===== config.mk =====
export PLATFORM = sky130hd
export DESIGN_NAME = mem_sram_responder
export DESIGN_NICKNAME = d
export VERILOG_FILES = /design/src/rtl/mem_sram_pkg.sv /design/src/rtl/mem_sram_wait_ctr.sv /design/src/rtl/mem_sram_responder.sv
export SDC_FILE = /design/constraint.sdc
export NUM_CORES = 1
export LEC_CHECK = 0
export BUFFER_PORTS_ARGS = -buffer_cell sky130_fd_sc_hd__buf_2
export CAP_MARGIN = 10
export CELL_PAD_IN_SITES_DETAIL_PLACEMENT = 1
export CELL_PAD_IN_SITES_GLOBAL_PLACEMENT = 1
export CORE_UTILIZATION = 44
export DETAILED_ROUTE_END_ITERATION = 6
export PLACE_DENSITY = 0.92
export SLEW_MARGIN = 5
export SYNTH_ARGS = -nofsm -noshare
export SYNTH_HDL_FRONTEND = slang
export SYNTH_HIERARCHICAL = 1
export SYNTH_SLANG_ARGS = --single-unit
export TNS_END_PERCENT = 1

===== constraint.sdc =====
create_clock -name clk -period 4.55 [get_ports clk]
set_input_delay 0.2275 -clock clk [delete_from_list [all_inputs] [get_ports clk]]
set_output_delay 0.2275 -clock clk [all_outputs]
set_load 0.03 [all_outputs]

===== src/rtl/mem_sram_pkg.sv =====
// mem_sram_pkg
// Shared definitions for the MEM-stage SRAM responder: FSM state encoding,
// data widths and the default per-halfword access time.
package mem_sram_pkg;

    localparam int HALF_W              = 16;
    localparam int WORD_W              = 32;
    localparam int DEFAULT_WAIT_CYCLES = 2;

    typedef enum logic [2:0] {
        IDLE,
        RD_LO,
        RD_HI,
        WR_LO,
        WR_HI,
        DONE
    } state_e;

endpackage


===== src/rtl/mem_sram_wait_ctr.sv =====
// mem_sram_wait_ctr
// 4-bit wait counter that times each halfword access on the SRAM bus.
// Ports:
//   clk        rising-edge clock
//   rst        asynchronous active-low reset
//   clear      load zero on the next edge instead of incrementing
//   last       current count is the terminal count (WAIT_CYCLES-1)
//   next_last  count after the coming edge will be the terminal count
module mem_sram_wait_ctr #(
    parameter int WAIT_CYCLES = 2
) (
    input  logic clk,
    input  logic rst,
    input  logic clear,
    output logic last,
    output logic next_last
);

    localparam logic [3:0] LAST_CNT = 4'(WAIT_CYCLES - 1);

    logic [3:0] count_q;
    logic [3:0] count_d;

    always_comb begin
        count_d = clear ? 4'd0 : count_q + 4'd1;
    end

    always_ff @(posedge clk or negedge rst) begin
        if (!rst) begin
            count_q <= 4'd0;
        end else begin
            count_q <= count_d;
        end
    end

    // next_last lets the owner register outputs that depend on the count
    // in the same cycle the count is reached.
    assign last      = (count_q == LAST_CNT);
    assign next_last = (count_d == LAST_CNT);

endmodule


===== src/rtl/mem_sram_responder.sv =====
// mem_sram_responder
// Services MEM-stage 32-bit loads/stores on a 16-bit asynchronous SRAM using
// two halfword accesses (low half first). ready pulses for one cycle when
// the word is complete; all outputs come straight from flops.
// Ports:
//   clk, rst                  clock, asynchronous active-low reset
//   MemRead, MemWrite         requests, held until ready (write wins if both)
//   in_address, WriteData     byte address (bits [1:0] ignored), store data
//   ReadData, ready           load data, one-cycle completion pulse
//   sram_addr                 halfword address {word index, half select}
//   sram_dq_in/_out/_oe       pad data in, pad data out, pad output enable
//   sram_we_n, sram_oe_n      active-low write strobe and output enable
// Optional feature: define SRAM_LAST_READ_BUF_EN to add a one-entry buffer
// of the last read word so repeated reads complete without SRAM accesses.
module mem_sram_responder
    import mem_sram_pkg::*;
#(
    parameter int SRAM_AW     = 18,
    parameter int WAIT_CYCLES = DEFAULT_WAIT_CYCLES
) (
    input  logic               clk,
    input  logic               rst,
    input  logic               MemRead,
    input  logic               MemWrite,
    input  logic [31:0]        in_address,
    input  logic [31:0]        WriteData,
    output logic [31:0]        ReadData,
    output logic               ready,
    output logic [SRAM_AW-1:0] sram_addr,
    input  logic [15:0]        sram_dq_in,
    output logic [15:0]        sram_dq_out,
    output logic               sram_dq_oe,
    output logic               sram_we_n,
    output logic               sram_oe_n
);

    state_e state_q, state_d;

    logic [SRAM_AW-2:0] word_q, word_d;
    logic [WORD_W-1:0]  wdata_q, wdata_d;
    logic [WORD_W-1:0]  read_data_q, read_data_d;
    logic               ready_q, ready_d;
    logic [SRAM_AW-1:0] sram_addr_q, sram_addr_d;
    logic [HALF_W-1:0]  dq_out_q, dq_out_d;
    logic               dq_oe_q, dq_oe_d;
    logic               we_n_q, we_n_d;
    logic               oe_n_q, oe_n_d;

    logic               ctr_clear;
    logic               ctr_last;
    logic               ctr_next_last;
    logic               buf_hit;
    logic [WORD_W-1:0]  buf_rdata;

    logic               unused_addr_bits;
    assign unused_addr_bits = &{1'b0, in_address[31:SRAM_AW+1], in_address[1:0]};

    mem_sram_wait_ctr #(
        .WAIT_CYCLES (WAIT_CYCLES)
    ) u_wait_ctr (
        .clk       (clk),
        .rst       (rst),
        .clear     (ctr_clear),
        .last      (ctr_last),
        .next_last (ctr_next_last)
    );

    // The counter restarts on every state change and stays at zero outside
    // the SRAM access states.
    assign ctr_clear = (state_d != state_q) || (state_q == IDLE) || (state_q == DONE);

    // Next-state and capture logic. While idle the request fields track the
    // inputs, so whatever is present on the accept edge is what gets latched.
    always_comb begin
        state_d     = state_q;
        word_d      = word_q;
        wdata_d     = wdata_q;
        read_data_d = read_data_q;
        case (state_q)
            IDLE: begin
                word_d  = in_address[SRAM_AW:2];
                wdata_d = WriteData;
                if (MemWrite) begin
                    state_d = WR_LO;
                end else if (MemRead && buf_hit) begin
                    state_d     = DONE;
                    read_data_d = buf_rdata;
                end else if (MemRead) begin
                    state_d = RD_LO;
                end
            end
            RD_LO: begin
                if (ctr_last) begin
                    read_data_d[HALF_W-1:0] = sram_dq_in;
                    state_d                 = RD_HI;
                end
            end
            RD_HI: begin
                if (ctr_last) begin
                    read_data_d[WORD_W-1:HALF_W] = sram_dq_in;
                    state_d                      = DONE;
                end
            end
            WR_LO: begin
                if (ctr_last) begin
                    state_d = WR_HI;
                end
            end
            WR_HI: begin
                if (ctr_last) begin
                    state_d = DONE;
                end
            end
            DONE:    state_d = IDLE;
            default: state_d = IDLE;
        endcase
    end

    // Outputs are decoded from the next state so they are valid from the
    // first cycle of each state. The write strobe rises in the last cycle of
    // a half to give address/data hold, unless the half is only one cycle.
    always_comb begin
        ready_d     = 1'b0;
        dq_oe_d     = 1'b0;
        we_n_d      = 1'b1;
        oe_n_d      = 1'b1;
        sram_addr_d = sram_addr_q;
        dq_out_d    = dq_out_q;
        case (state_d)
            RD_LO: begin
                oe_n_d      = 1'b0;
                sram_addr_d = {word_d, 1'b0};
            end
            RD_HI: begin
                oe_n_d      = 1'b0;
                sram_addr_d = {word_d, 1'b1};
            end
            WR_LO: begin
                dq_oe_d     = 1'b1;
                we_n_d      = (WAIT_CYCLES > 1) && ctr_next_last;
                sram_addr_d = {word_d, 1'b0};
                dq_out_d    = wdata_d[HALF_W-1:0];
            end
            WR_HI: begin
                dq_oe_d     = 1'b1;
                we_n_d      = (WAIT_CYCLES > 1) && ctr_next_last;
                sram_addr_d = {word_d, 1'b1};
                dq_out_d    = wdata_d[WORD_W-1:HALF_W];
            end
            DONE:    ready_d = 1'b1;
            default: ready_d = 1'b0;
        endcase
    end

    always_ff @(posedge clk or negedge rst) begin
        if (!rst) begin
            state_q     <= IDLE;
            word_q      <= '0;
            wdata_q     <= '0;
            read_data_q <= '0;
            ready_q     <= 1'b0;
            sram_addr_q <= '0;
            dq_out_q    <= '0;
            dq_oe_q     <= 1'b0;
            we_n_q      <= 1'b1;
            oe_n_q      <= 1'b1;
        end else begin
            state_q     <= state_d;
            word_q      <= word_d;
            wdata_q     <= wdata_d;
            read_data_q <= read_data_d;
            ready_q     <= ready_d;
            sram_addr_q <= sram_addr_d;
            dq_out_q    <= dq_out_d;
            dq_oe_q     <= dq_oe_d;
            we_n_q      <= we_n_d;
            oe_n_q      <= oe_n_d;
        end
    end

`ifdef SRAM_LAST_READ_BUF_EN
    logic               buf_valid_q, buf_valid_d;
    logic [SRAM_AW-2:0] buf_idx_q, buf_idx_d;
    logic [WORD_W-1:0]  buf_data_q, buf_data_d;

    assign buf_hit   = buf_valid_q && (buf_idx_q == in_address[SRAM_AW:2]);
    assign buf_rdata = buf_data_q;

    // A completed SRAM read refills the entry; a completed write to the
    // buffered word keeps it coherent.
    always_comb begin
        buf_valid_d = buf_valid_q;
        buf_idx_d   = buf_idx_q;
        buf_data_d  = buf_data_q;
        if (state_q == RD_HI && ctr_last) begin
            buf_valid_d = 1'b1;
            buf_idx_d   = word_q;
            buf_data_d  = {sram_dq_in, read_data_q[HALF_W-1:0]};
        end else if (state_q == WR_HI && ctr_last && buf_valid_q && buf_idx_q == word_q) begin
            buf_data_d  = wdata_q;
        end
    end

    always_ff @(posedge clk or negedge rst) begin
        if (!rst) begin
            buf_valid_q <= 1'b0;
            buf_idx_q   <= '0;
            buf_data_q  <= '0;
        end else begin
            buf_valid_q <= buf_valid_d;
            buf_idx_q   <= buf_idx_d;
            buf_data_q  <= buf_data_d;
        end
    end
`else
    assign buf_hit   = 1'b0;
    assign buf_rdata = '0;
`endif

    assign ReadData    = read_data_q;
    assign ready       = ready_q;
    assign sram_addr   = sram_addr_q;
    assign sram_dq_out = dq_out_q;
    assign sram_dq_oe  = dq_oe_q;
    assign sram_we_n   = we_n_q;
    assign sram_oe_n   = oe_n_q;

endmodule


* Yosys cells after proc, flatten, opt, wreduce, memory -nomap -nowiden *
Index checks and enable logic that the tools add are counted.

operators by class
  add/subtract/negate cells = 1
  equality and inequality tests = 13
  multiplexer cells = 15
  reductions and logical operators = 12

operator list
  kind                                                              number
  18-bit case mux with 2 select lines                               1
  32-bit 2-to-1 mux                                                 1
  16-bit case mux with 2 select lines                               1
  17-bit 2-to-1 mux                                                 1
  3-bit 2-to-1 mux                                                  5
  3-bit by 2-bit == test with 1-bit output (second input constant)  4
  3-bit == test (second input constant)                             4
  3-bit case mux with 4 select lines                                1
  2-bit OR reduction                                                5
  4-bit by 1-bit == test with 1-bit output (second input constant)  2
  3-bit by 1-bit == test with 1-bit output (second input constant)  2
  4-bit by 1-bit adder with 4-bit output (second input constant)    1
  1-bit 2-to-1 mux                                                  4
  4-bit 2-to-1 mux                                                  1
  2-bit AND reduction                                               2
  2-bit nonzero test                                                2
  3-bit logical NOT                                                 1
  3-bit != test                                                     1
  1-bit logical OR                                                  2

storage, ports and cells
  register bits = 126
  input bits = 84
  output and inout bits = 70

* Logic depth before layout (Yosys ltp) *
  depth after elaboration = 9
  depth in mapped cells = 9
  gate-level depth less buffers = 7

* Hierarchy *
Netlist, hierarchy kept.

modules (own cells, without submodules)
  module              instances  cells an instance  area each (um2)
  mem_sram_responder  1          323                4805.9
  mem_sram_wait_ctr   1          17                 201.4

* Least setup slack after synthesis *
Ideal clock, no wire load.

  path kind = reg2reg
  from = register u_wait_ctr.count_q[1]
  to = register read_data_q[21], in the netlist ReadData[21]
  library setup time = 0.125 ns
  arrival time = 2.209 ns
  path slack = 2.217 ns
  cell stages (with the launch flop) = 9
  buffers on the path = 2
  period minus slack after synthesis = 2.333 ns
  path through = dfrtp_1 inv_1 ha_1 nor3b_1 buf_2 nand2_1 nor2_1 buf_4 mux2_2

between the ends
  word-level cells in the longest chain between the ends = 2

ends and longest elaborated chain
  what                                      RTL line                   RTL
  from (decl)                               mem_sram_wait_ctr.sv:21    logic [3:0] count_q;
  from (signal assigned)                    mem_sram_wait_ctr.sv:32    count_q <= count_d;
  4-bit by 1-bit == test with 1-bit output  mem_sram_wait_ctr.sv:38    assign last = (count_q == LAST_CNT);
  net ctr_last                              mem_sram_responder.sv:50   logic ctr_last;
  2-bit AND reduction (no source line)      n/a
  to (signal assigned)                      mem_sram_responder.sv:171  read_data_q <= read_data_d;
  to (decl)                                 mem_sram_responder.sv:41   logic [WORD_W-1:0] read_data_q, read_data_d;

The timed path passes the listed nets, and every way through them passes these cells.
A chain may end at the register's enable or synchronous reset.

* Worst setup path in the final report *
  from = register u_wait_ctr.count_q[0]
  to = register dq_out_q[12], in the netlist sram_dq_out[12]

between the ends
  word-level cells in the longest chain between the ends = 5
  elaborated cells between the ends (all ways) = 9

ends and longest elaborated chain
  what                                                                              RTL line                   RTL
  4-bit by 1-bit == test with 1-bit output (*)                                      mem_sram_wait_ctr.sv:38
  net ctr_last                                                                      mem_sram_responder.sv:50
  3-bit 2-to-1 mux, on equally long branches                                        n/a
  3-bit case mux with 4 select lines (*)                                            mem_sram_responder.sv:79   case (state_q)
  3-bit == test / 3-bit by 2-bit == test with 1-bit output (equally long branches)  mem_sram_responder.sv:129  case (state_d)
  16-bit case mux with 2 select lines / 2-bit nonzero test (equally long branches)  n/a
  to (signal assigned)                                                              mem_sram_responder.sv:174  dq_out_q <= dq_out_d;
  to (decl)                                                                         mem_sram_responder.sv:44   logic [HALF_W-1:0] dq_out_q, dq_out_d;

The timed path passes the listed nets; every way through them passes the cells marked *.

==> results.yml <==
critical_path:
  data_arrival_critical_path_ns: 2.76
  crit_path_cell_trace: "ha_1, nor3b_1, buf_4, nand3b_1, a21oi_4, nor2b_1, buf_4, a221o_1"
  critical_path.n_buffers_inverters: 2
  critPathKind: "reg -> reg"
  cell_class_contributing_the_biggest_share_of_worst_path_delay: "compound AO/OA/AOI/OAI gates"
  critical_path.most_common_cell: "sky130_fd_sc_hd__buf_4"
  end_kind: "flop"
  slowest_stage: "sky130_fd_sc_hd__a21oi_4"
  cp_max_fo: 18
  max_stage_delay_ns: 0.54
  required_ns: 4.83
  timing.critical_path.from_type: "flop"
synth:
  ys_ff_latch: 126
  synth.most_common_cell: "sky130_fd_sc_hd__dfrtp_1"
  post-synth-top-area-cell: "sky130_fd_sc_hd__dfrtp_1"
  mappedNetlistArea_um2: 5010
  ys_top_cells_by_area: "sky130_fd_sc_hd__dfrtp_1 62%, sky130_fd_sc_hd__mux2_2 19%, sky130_fd_sc_hd__a221o_1 3.4%"
  synth.avg_cell_area_um2: 14.7
  synthArstFlopShare: 1.00
  cells_after_synthesis: 340
  yosysTopAreaCellShare: 0.620
  synth.lib_cells_used.distinct: 37
  predominant_post_synthesis_flop_cell: "sky130_fd_sc_hd__dfrtp_1"
  number_of_enable_type_register_cells_in_the_synthesized_netlist: 0
  yosysSeqAreaShare: 0.630
  syn-num-nets: 426
  number_of_warnings_printed_during_yosys_synthesis: 6
  post_synth_most_frequent_cells: "124 x sky130_fd_sc_hd__dfrtp_1, 84 x sky130_fd_sc_hd__mux2_2, 22 x sky130_fd_sc_hd__nor2_1"
cells_and_area:
  post_route_design_area_um2: 6360
  area_of_the_multi_input_gates_um2: 1670
  ff_latch_area_um2: 3160
  layout-area-overhead-vs-synth_pct: 27.1
  fin_cells: 639
  post_route_cells_drive_above_1_share: 0.537
  fill_cells: 1121
  final_net_count: 572
  antennaDiodeCount: 0
  layout.core_utilization: 0.579
global_route:
  first_global_vias: 3722
  total_gr_overflow: 0
  grt_start_max_net_pins: 87
  grt_pass1_wl_um: 18800
  grt_antenna_before_repair: 0
  grtUsageTotal: 0.216
power:
  power.static_leakage_nw: 3.06
  switching_share: 0.391
  vdd_drop_max_mv: 0.450
  pwr-share-seq: 0.340
  power_density_nw_per_um2: 927
  comb_power_share: 0.450
  clockPowerShare: 0.210
  p_int_mw: 3.60
  netSwitchingPower_mw: 2.30
  total_power_mw: 5.90
clock_tree:
  cts.sinks: 126
  cts.root.buffer_cell: "sky130_fd_sc_hd__clkbuf_16"
  tritoncts.num_buffers: 17
  clk-insertion-delay-late_ns: 0.41
  ctsResizeCount: 0
  tritoncts_clock_tree: "built"
  cts.reportedPaths.clkPinSlew_ns: 0.05
  holdBufCountCts: 0
  postCtsSetupBuffers: 0
  bufs_on_longest_clock_path: 2
  htreeDepth: 4
timing:
  final.hold.worst_slack_ns: 0.0136
  finalSetupViolations: 0
  finalSetupTns_ns: 0
  final.setup_skew_ns: 0.00505
  finalHoldViolations: 0
  slew_headroom: 0.277
  max_slew.worst_pin.slew_ns: 1.09
  setup_ws_final_ns: 2.08
  timing.final.crit_period_ns: 2.47
  finalMaxSlewViolations: 0
  grt_setup_unrepaired: "no"
  clock.fmax_mhz: 404
  final_min_period_over_clock_period: 0.544
die:
  die_y_um: 109
  floorplan.rows: 38
  chipWidth_um: 109
  floorplan_die_area_um2: 11800
  coreArea_um2: 11000
  io_pins: 154
  initial_core_util: 0.456
outcome:
  outcome: "finished clean"
placement:
  dp_slack_ns: 2.06
  dpl.cell_count: 607
  dp.final_hpwl_um: 7970
  port_buffers: 138
  globalplace.congestion: 0.720
  dpl_cell_area_um2: 5820
route:
  final_antenna_net_count: 0
  met3WireLength_um: 807
  drt_iter0_drc: 134
  dr_wl_met2_um: 5930
  detailed_route_wire_length_on_metal_1_um: 4680
  drt_pass1_iterations: 4
  route.vias.total: 3289
  wirelength_um: 11600
  via_per_inst: 5.15
  average_wire_length_per_cell_after_detail_routing_um: 18.1
  highest-signal-layer: "met4"
  detail_route.drc_violations: 0
run:
  maxCapViolCount: 0
hold_path:
  hold_path_class: "in -> async"
[area by class of cell]
class,instances,share of cell area
clock buffer,24,0.0757
clock inverter,8,0.0102
sequential,126,0.496
tap,140,0.0275
inverter,18,0.0106
timing repair buffer,145,0.117
multi-input combinational,178,0.263
[final timing paths]
check	slack (ns)	cells after the start	from	end
setup / recovery	2.08	8	u_wait_ctr/count_q[0]$_DFF_PN0_	sram_dq_out[12]$_DFFE_PN0P_
hold / removal	0.01	1	rst	ReadData[14]$_DFFE_PN0P_
setup reg to reg	2.08	8	u_wait_ctr/count_q[0]$_DFF_PN0_	sram_dq_out[12]$_DFFE_PN0P_
hold reg to reg	0.48	2	wdata_q[30]$_DFF_PN0_	wdata_q[30]$_DFF_PN0_
max in group asynchronous	3.39	2	rst	sram_dq_out[13]$_DFFE_PN0P_
min in group clk	0.06	3	WriteData[17]	wdata_q[17]$_DFF_PN0_
[flip-flops by register name, summed over array words and instances, names as in the netlist]
| name | count |
|---|---|
| u_wait_ctr/count_q | 4 |
| wdata_q | 32 |
| ready | 1 |
| sram_oe_n | 1 |
| sram_addr | 18 |
| word_q | 17 |
| sram_dq_out | 16 |
| state_q | 3 |
| ReadData | 32 |
| sram_we_n | 1 |
| sram_dq_oe | 1 |
[power by group through the flow]
stage | Sequential (mW) | Clock, mW | Combinational (mW)
6_report | 2.01 | 1.24 | 2.65
5_1_grt | 2.08 | 1.31 | 2.87
4_1_cts | 2.02 | 1.27 | 2.69
3_5_place_dp | 2.02 | 0 | 2.68
3_3_place_gp | 1.97 | 0 | 2.53
2_1_floorplan | 2.55 | 0 | 1.42
[placed cells by master, fill, tap and decap left out, types with 7 or more instances in the layout]
cell type and n:
sky130_fd_sc_hd__clkinv_2 7, sky130_fd_sc_hd__dfrtp_1 124, sky130_fd_sc_hd__mux2i_1 15, sky130_fd_sc_hd__buf_4 8, sky130_fd_sc_hd__mux2_2 84, sky130_fd_sc_hd__nor2_1 22, sky130_fd_sc_hd__buf_2 137, sky130_fd_sc_hd__inv_1 18
sky130_fd_sc_hd__clkbuf_16 17, sky130_fd_sc_hd__a221o_1 17
[routing by layer]
metal,vias up,GRT usage
met5,-,0
met4,0,0.0811
met3,17,0.0849
met2,115,0.364
met1,1674,0.248
li1,1483,-
[kinds of logic after synthesis]
family / synth area share
flip-flops: 0.630
adder cells (fa/ha/maj): 0.00500
AO/OA/AOI/OAI: 0.0517
multiplexers: 0.222
buffers and inverters: 0.0372
AND/OR/NAND/NOR: 0.0505
XOR/XNOR: 0.00350
Power figures use the tool's default switching activity.
